### config.mk
export PLATFORM = sky130hd
export DESIGN_NAME = ones_count_seq
export DESIGN_NICKNAME = d
export VERILOG_FILES = /design/src/rtl/ones_count_seq.sv
export SDC_FILE = /design/constraint.sdc
export NUM_CORES = 1
export LEC_CHECK = 0
export BUFFER_PORTS_ARGS = -buffer_cell sky130_fd_sc_hd__buf_2
export CORE_ASPECT_RATIO = 1.75
export CORE_MARGIN = 8
export CORE_UTILIZATION = 26
export DETAILED_ROUTE_END_ITERATION = 7
export HOLD_SLACK_MARGIN = 0.15
export SYNTH_ARGS = -nofsm -noshare
export SYNTH_HDL_FRONTEND = slang
export SYNTH_SLANG_ARGS = --single-unit
export TNS_END_PERCENT = 20
### constraint.sdc
create_clock -name clk -period 4.6 [get_ports clk]
set_input_delay 0.69 -clock clk [delete_from_list [all_inputs] [get_ports clk]]
set_output_delay 0.69 -clock clk [all_outputs]
set_load 0.02 [all_outputs]
### src/rtl/ones_count_seq.sv
// Burst sequencer around a combinational ones-counter: accepts 1..MAX_WORDS words
// over valid/ready, accumulates the total set-bit count and returns it over valid/ready.
module ones_count_seq #(
    parameter int DATA_WIDTH = 16,
    parameter int MAX_WORDS  = 8
) (
    input  logic                                       clk,
    input  logic                                       rst,
    input  logic                                       start,
    input  logic [$clog2(MAX_WORDS):0]                 num_words,
    input  logic                                       abort,
    input  logic                                       in_valid,
    output logic                                       in_ready,
    input  logic [DATA_WIDTH-1:0]                      din,
    output logic                                       busy,
    output logic                                       out_valid,
    input  logic                                       out_ready,
    output logic [$clog2(DATA_WIDTH*MAX_WORDS):0]      total,
    output logic [$clog2(MAX_WORDS):0]                 words_done
);

    localparam int CW = $clog2(DATA_WIDTH) + 1;
    localparam int NW = $clog2(MAX_WORDS) + 1;
    localparam int TW = $clog2(DATA_WIDTH * MAX_WORDS) + 1;

    typedef enum logic [1:0] {
        IDLE = 2'd0,
        RUN  = 2'd1,
        DONE = 2'd2
    } state_t;

    state_t          state;
    state_t          state_next;
    logic [NW-1:0]   len;
    logic [NW-1:0]   len_in;
    logic [TW-1:0]   acc;
    logic [TW-1:0]   acc_sum;
    logic            beat;
    logic            last_beat;

    // Ones-counter datapath: a plain adder chain over the word's bits.
    function automatic logic [CW-1:0] popcount(input logic [DATA_WIDTH-1:0] w);
        logic [CW-1:0] c;
        c = '0;
        for (int i = 0; i < DATA_WIDTH; i++) begin
            c = c + CW'(w[i]);
        end
        return c;
    endfunction

    function automatic logic [NW-1:0] sat_len(input logic [NW-1:0] n);
        return (n > NW'(MAX_WORDS)) ? NW'(MAX_WORDS) : n;
    endfunction

    assign len_in    = sat_len(num_words);
    assign beat      = in_valid & in_ready;
    assign last_beat = ((words_done + NW'(1)) == len);
    assign acc_sum   = acc + TW'(popcount(din));

    always_ff @(posedge clk or posedge rst) begin
        if (rst) begin
            state <= IDLE;
        end else begin
            state <= state_next;
        end
    end

    // Abort wins over a beat in the same cycle; start/abort are ignored outside their states.
    always_comb begin
        state_next = state;
        case (state)
            IDLE: begin
                if (start) begin
                    state_next = (len_in == '0) ? DONE : RUN;
                end
            end
            RUN: begin
                if (abort) begin
                    state_next = IDLE;
                end else if (beat && last_beat) begin
                    state_next = DONE;
                end
            end
            DONE: begin
                if (out_ready) begin
                    state_next = IDLE;
                end
            end
            default: state_next = IDLE;
        endcase
    end

    always_comb begin
        in_ready = 1'b0;
        busy     = 1'b0;
        case (state)
            RUN: begin
                in_ready = 1'b1;
                busy     = 1'b1;
            end
            DONE: busy = 1'b1;
            default: ;
        endcase
    end

    // Registered outputs; total and words_done stay frozen while the result waits in DONE.
    always_ff @(posedge clk or posedge rst) begin
        if (rst) begin
            len        <= '0;
            acc        <= '0;
            total      <= '0;
            words_done <= '0;
            out_valid  <= 1'b0;
        end else begin
            out_valid <= (state_next == DONE);
            case (state)
                IDLE: begin
                    if (start) begin
                        len        <= len_in;
                        acc        <= '0;
                        total      <= '0;
                        words_done <= '0;
                    end
                end
                RUN: begin
                    if (abort) begin
                        acc        <= '0;
                        words_done <= '0;
                    end else if (beat) begin
                        acc        <= acc_sum;
                        words_done <= words_done + NW'(1);
                        if (last_beat) begin
                            total <= acc_sum;
                        end
                    end
                end
                default: ;
            endcase
        end
    end

endmodule

==> flow_summary.toml, run 1 <==
[outcome]
outcome = "completed"

[synth]
ys_types = 47
synth_fp_nets = 254
synthCells = 203
yosysSeqAreaShare_pct = 33.2
synthArstFlopShare_pct = 100
syn_area_um2 = 2030
dominantRegCellSynth = "dfrtp_1"
ys_ff_latch = 27
synth_edf_count = 0
ys_warn_count = 0
avgSynthCellArea_um2 = 10.0

[floorplan]
core-area_um2 = 7570
die_area_um2 = 11000
initial_core_util_pct = 26.9
pin_count = 41
fp.dieW_um = 82.8
rows = 42
fp.dieH_um = 133

[cells_and_area]
postLayoutCoreUtil_pct = 32.2
final_nets = 299
seqCellArea_um2 = 676
instances_no_fill = 335
multi_input_area_um2 = 1220
syn_to_final_growth_pct = 19.8
diodes = 0
fill_cells = 797
drive_above_1_share_pct = 24.7

[setup_path]
startpoint = "din[0]"
path_delay_family = "adder cells"
crit_chain = "buf_2, fa_1, inv_1, fa_1, fa_1, fa_1, inv_1, ha_1, nor2b_4, o31a_1, or4b_1, and3_1, o32ai_2"
cp.depth = 13
cp_max_fo = 4
critPathKind = "in2reg"
endpoint = "total[7]"
critPathCaptureType = "register"
critPathSlowestCell = "fa_1"
critical_path.max_stage_delay_ns = 0.56
reg2reg_slack_ns = 1.00
crit_path_start_kind = "input port"
arrival_ns = 4.45
reg2reg_from = "acc[0]"
r2r_end = "total[7]"
cpMostUsedCell = "fa_1"
reg2regPathDepth = 11
crit_buf_inv = 3
cp_data_required_time_ns = 4.77

[timing]
setup_tns_ns = 0
whs_ns = 0.496
skew_ns = 0.00173
fin_crit_sh_pct = 92.9
hold_viol_final = 0
setup_viol = 0
period_minus_slack_ns = 4.27
slew_violations = 0
relSlewSlack_pct = 30.2
worst_slew_pin_slew_ns = 1.05
grt_setup_unrepaired = "no"
fmax_ghz = 0.234

[clocking]
cts_buffer_depth = 2
clock_latency_ns = 0.27
clockRootBuffer = "clkbuf_16"
ctsHoldBuffers = 0
cts_buffers = 3
clkTransAtPathRegs_ns = 0.07
cts_resized = 0
cts.sink_count = 27
cts_setup_buffers = 0
cts_tree = "yes"
htreeDepth = 1

[route]
via_count = 1583
first_pass_iters = 4
post_drt_wl_per_cell_um = 14.1
drc_errors = 0
wl_um = 4710
viasPerCell = 4.73
drtIter0Drc = 38
drtAntennaViolNets = 0

[job]
max-cap-violations = 0

[pwr]
power_frac_clock_pct = 13.3
power_leakage_nw = 1.21
ir_drop_mv = 0.360
p_sw_w = 0.000682
swShare_pct = 45.0
p_comb_share_pct = 63.6
power_density_nw_per_um2 = 621
pwr-share-seq_pct = 23.1
power_w = 0.00151
internal-power_w = 0.000832

[global_routing]
antenna_found_initial = 0
first_global_vias = 1772
grt_pass1_wl_um = 8120
grtUsageTotal_pct = 8.91
grt_max_degree = 28
grt-ovfl-total = 0

[worst_hold_path]
hp-class = "reg2reg"

[placed_design]
gp_congestion = 0.775
dpl.cell_count = 331
port_buffers = 40
dp_hpwl_um = 4020
synth_stat cells, types with 4 or more instances:
cell type / n / share of area (%)
o21ai_0: 10 / 2.5
nand3_1: 4 / 0.98
nor2_1: 6 / 1.1
nand2_1: 18 / 3.3
o21ai_1: 6 / 1.5
fa_1: 12 / 12
dfrtp_1: 27 / 33
nand2b_1: 5 / 1.5
mux2_4: 4 / 3.0
ha_1: 13 / 8.0
xnor2_1: 4 / 1.7
nor2b_1: 6 / 1.8
inv_1: 32 / 5.9
stage by stage:
| stage | setup slack [ns] | area (µm²) |
|---|---|---|
| after floorplan | 0.259 | 2030 |
| after global placement | 0.0667 | 2360 |
| after detailed placement | 0.0218 | 2360 |
| after CTS | 0.296 | 2440 |
| after global routing | 0.143 | 2440 |
| final | 0.325 | 2440 |
how the worst min path moves through the flow:
stage | start | slack, ns | cells after the start | end
after floorplan | acc[0] | 0.45 | 2 | acc[0]
after global placement | acc[3] | 0.46 | 2 | acc[3]
after detailed placement | acc[3] | 0.49 | 2 | acc[3]
after CTS | acc[3] | 0.50 | 2 | acc[3]
after global routing | acc[3] | 0.53 | 2 | acc[3]
final | acc[3] | 0.50 | 2 | acc[3]
power groups by stage:
stage          combinational, W  sequential [W]  clock [W]
2_1_floorplan          0.000683        0.000372          0
3_3_place_gp           0.000967        0.000354          0
3_5_place_dp           0.000985        0.000356          0
4_1_cts                0.000990        0.000352   0.000207
5_1_grt                 0.00108        0.000359   0.000214
6_report               0.000963        0.000349   0.000202
cells in the final DEF (no fill, tap or decap), types with 6 or more instances in the layout:
master | Yosys | final
buf_2 | 2 | 40
inv_1 | 32 | 32
dfrtp_1 | 27 | 27
nand2_1 | 18 | 18
ha_1 | 13 | 13
fa_1 | 12 | 12
o21ai_0 | 10 | 10
nor2b_1 | 6 | 6
nor2_1 | 6 | 6
o21ai_1 | 6 | 6
state kept, by name (all words and copies together), names as in the netlist:
signal	flops
out_valid	1
len	4
acc	8
total	8
state	2
words_done	4
tightest hold or removal path, cell delays in order (launching register included):
cell	delay, ns
dfrtp_1	0.35
nand2_1	0.05
o41ai_1	0.06
kinds of logic (layout without fill, tap and decap cells):
| logic type | Yosys count | count (layout) | synth area share (%) |
|---|---|---|---|
| AOI/OAI and AO/OA | 41 | 41 | 14.4 |
| xor gates and xnor gates | 8 | 8 | 3.82 |
| adders and majority gates | 25 | 25 | 19.8 |
| buffers and inverters | 36 | 80 | 6.77 |
| DFF | 27 | 27 | 33.2 |
| muxes | 9 | 9 | 5.60 |
| and+or+nand+nor | 57 | 57 | 16.4 |
routing by layer:
metal	share of wire, %	track usage, %	up-vias
met5	0	0	-
li1	-	-	775
met2	53	16.5	37
met1	40	8.71	760
met4	4.4	6.39	0
met3	2.3	1.17	11
final cells by class:
type,count,share of cell area [%]
multi-input combinational,140,50.1
sequential,27,27.7
tap,88,4.52
timing repair buffer,44,9.45
inverter,32,4.93
clock buffer,3,3.08
clock inverter,1,0.205
Note: power is estimated with default switching activity, not from simulation.
==> inputs of run 2 (changes only) <==
--- a/config.mk
+++ b/config.mk
@@ -11,6 +11,7 @@
 export CORE_UTILIZATION = 26
 export DETAILED_ROUTE_END_ITERATION = 7
 export HOLD_SLACK_MARGIN = 0.15
+export SLEW_MARGIN = 20
 export SYNTH_ARGS = -nofsm -noshare
 export SYNTH_HDL_FRONTEND = slang
 export SYNTH_SLANG_ARGS = --single-unit
==> constraint.sdc (replaced) <==
create_clock -name clk -period 4.4 [get_ports clk]
set_input_delay 0.66 -clock clk [delete_from_list [all_inputs] [get_ports clk]]
set_output_delay 0.66 -clock clk [all_outputs]
set_load 0.02 [all_outputs]
==> run 2 against run 1 <==
Via count is 0.82% higher. Routed wire length increased by 3.0%. Global-route usage increased by 0.36 points. First-iteration DRC count increased to 2.9 times the previous value. Critical path depth unchanged. Sequential share of layout area fell by 0.28 points. Clock skew grew 0.0044 ns. Register-to-register slack got worse by 0.15 ns. Power up 8.1%. Critical path type unchanged. Largest power group unchanged.
==> flow_summary.toml, run 2 (synthesis results as in run 1) <==
[clocking]
htreeDepth = 1
cts_resized = 0
cts_buffer_depth = 2
cts.sink_count = 27
ctsHoldBuffers = 0
cts_setup_buffers = 0
clock_latency_ns = 0.27
cts_tree = "yes"
cts_buffers = 3
clkTransAtPathRegs_ns = 0.07
clockRootBuffer = "clkbuf_16"

[setup_path]
arrival_ns = 4.37
cp_max_fo = 5
critPathCaptureType = "register"
crit_path_start_kind = "input port"
critPathKind = "in2reg"
reg2regPathDepth = 11
cp_data_required_time_ns = 4.58

[timing]
hold_viol_final = 0
setup_viol = 0
skew_ns = 0.00611
worst_slew_pin_slew_ns = 0.919
fin_crit_sh_pct = 95.1
period_minus_slack_ns = 4.19
slew_violations = 0
grt_setup_unrepaired = "no"
fmax_ghz = 0.239
relSlewSlack_pct = 38.7

[route]
drtAntennaViolNets = 0
first_pass_iters = 4
drt-met1-wl_um = 1880
via_count = 1596
top_layer = "met4"
dr_wl_met2_um = 2650
post_drt_wl_per_cell_um = 14.4
wl_um = 4850
wl_met3_um = 154
drtIter0Drc = 112
drc_errors = 0
viasPerCell = 4.72

[cells_and_area]
final_common_cell = "buf_2"
instances_no_fill = 338
final_cell_mix = "buf_2 (40), inv_1 (31), dfrtp_1 (27)"
final_nets = 302
seqCellArea_um2 = 676
postLayoutCoreUtil_pct = 32.5
multi_input_area_um2 = 1220
reg_top3 = "acc x8, total x8"
syn_to_final_growth_pct = 21.0
diodes = 0
fill_cells = 801
drive_above_1_share_pct = 26.4

[pwr]
ir_drop_mv = 0.323
power_leakage_nw = 1.23
power_w = 0.00164
power_density_nw_per_um2 = 665

[floorplan]
fp.dieW_um = 82.8
pin_count = 41
die_area_um2 = 11000
core-area_um2 = 7570
fp.dieH_um = 133
rows = 42
initial_core_util_pct = 26.9

[outcome]
outcome = "completed"

[job]
max-cap-violations = 0

[global_routing]
grt_max_degree = 28
grt_pass1_wl_um = 8460
grt-ovfl-total = 0
first_global_vias = 1869
grtUsageTotal_pct = 9.27
antenna_found_initial = 0

[placed_design]
port_buffers = 40
dp_hpwl_um = 4040
gp_congestion = 0.760
dpl.cell_count = 334

[worst_hold_path]
hp-class = "in2async"
[run 2: cell count changes in the layout (fill, tap and decap cells not counted)]
cell   previous run  this run
inv_2             0         1
fa_2              0         1
buf_4             4         7
fa_1             12        11
inv_1            32        31
[run 2: stage by stage]
stage	cell area [µm²]	TNS, ns	hold WS [ns]	setup WS, ns
detailed placement	2380	-0.612	0.470	-0.145
finish	2460	0	0.456	0.214
global placement	2380	-0.205	0.464	-0.0790
global route	2460	0	0.510	0.0398
floorplan	2030	0	0.449	0.0886
CTS	2460	0	0.496	0.129
[run 2: worst paths after layout]
kind	start	end	slack, ns
max in group asynchronous	rst	out_valid	3.55
hold reg to reg	acc[3]	acc[3]	0.49
setup / recovery	din[0]	total[7]	0.21
min in group clk	acc[3]	acc[3]	0.49
hold / removal	rst	acc[5]	0.46
setup reg to reg	acc[0]	total[7]	0.85
[run 2: layout make-up]
type	count	share of cell area, %
timing repair buffer	47	10.3
clock buffer	3	3.05
clock inverter	1	0.203
inverter	32	4.88
multi-input combinational	140	49.7
sequential	27	27.5
tap	88	4.47
[run 2: routing by layer]
| layer | GRT usage (%) | up-vias |
|---|---|---|
| li1 | - | 778 |
| met4 | 5.99 | 0 |
| met1 | 8.87 | 751 |
| met5 | 0 | - |
| met3 | 1.41 | 15 |
| met2 | 17.6 | 52 |
[run 2: critical path, cell delays in order]
cell	delay, ns
buf_2	0.11
fa_1	0.53
inv_1	0.05
fa_1	0.49
fa_1	0.43
fa_1	0.54
inv_1	0.05
ha_1	0.28
nor2b_4	0.13
o31a_1	0.28
or4b_1	0.46
and3_1	0.19
o32ai_2	0.18
[run 2: report_power, final]
part | switching (W) | total, W | internal (W)
combinational | 0.000583 | 0.00106 | 0.000473
clock | 0.0000935 | 0.000217 | 0.000123
sequential | 0.0000483 | 0.000364 | 0.000316
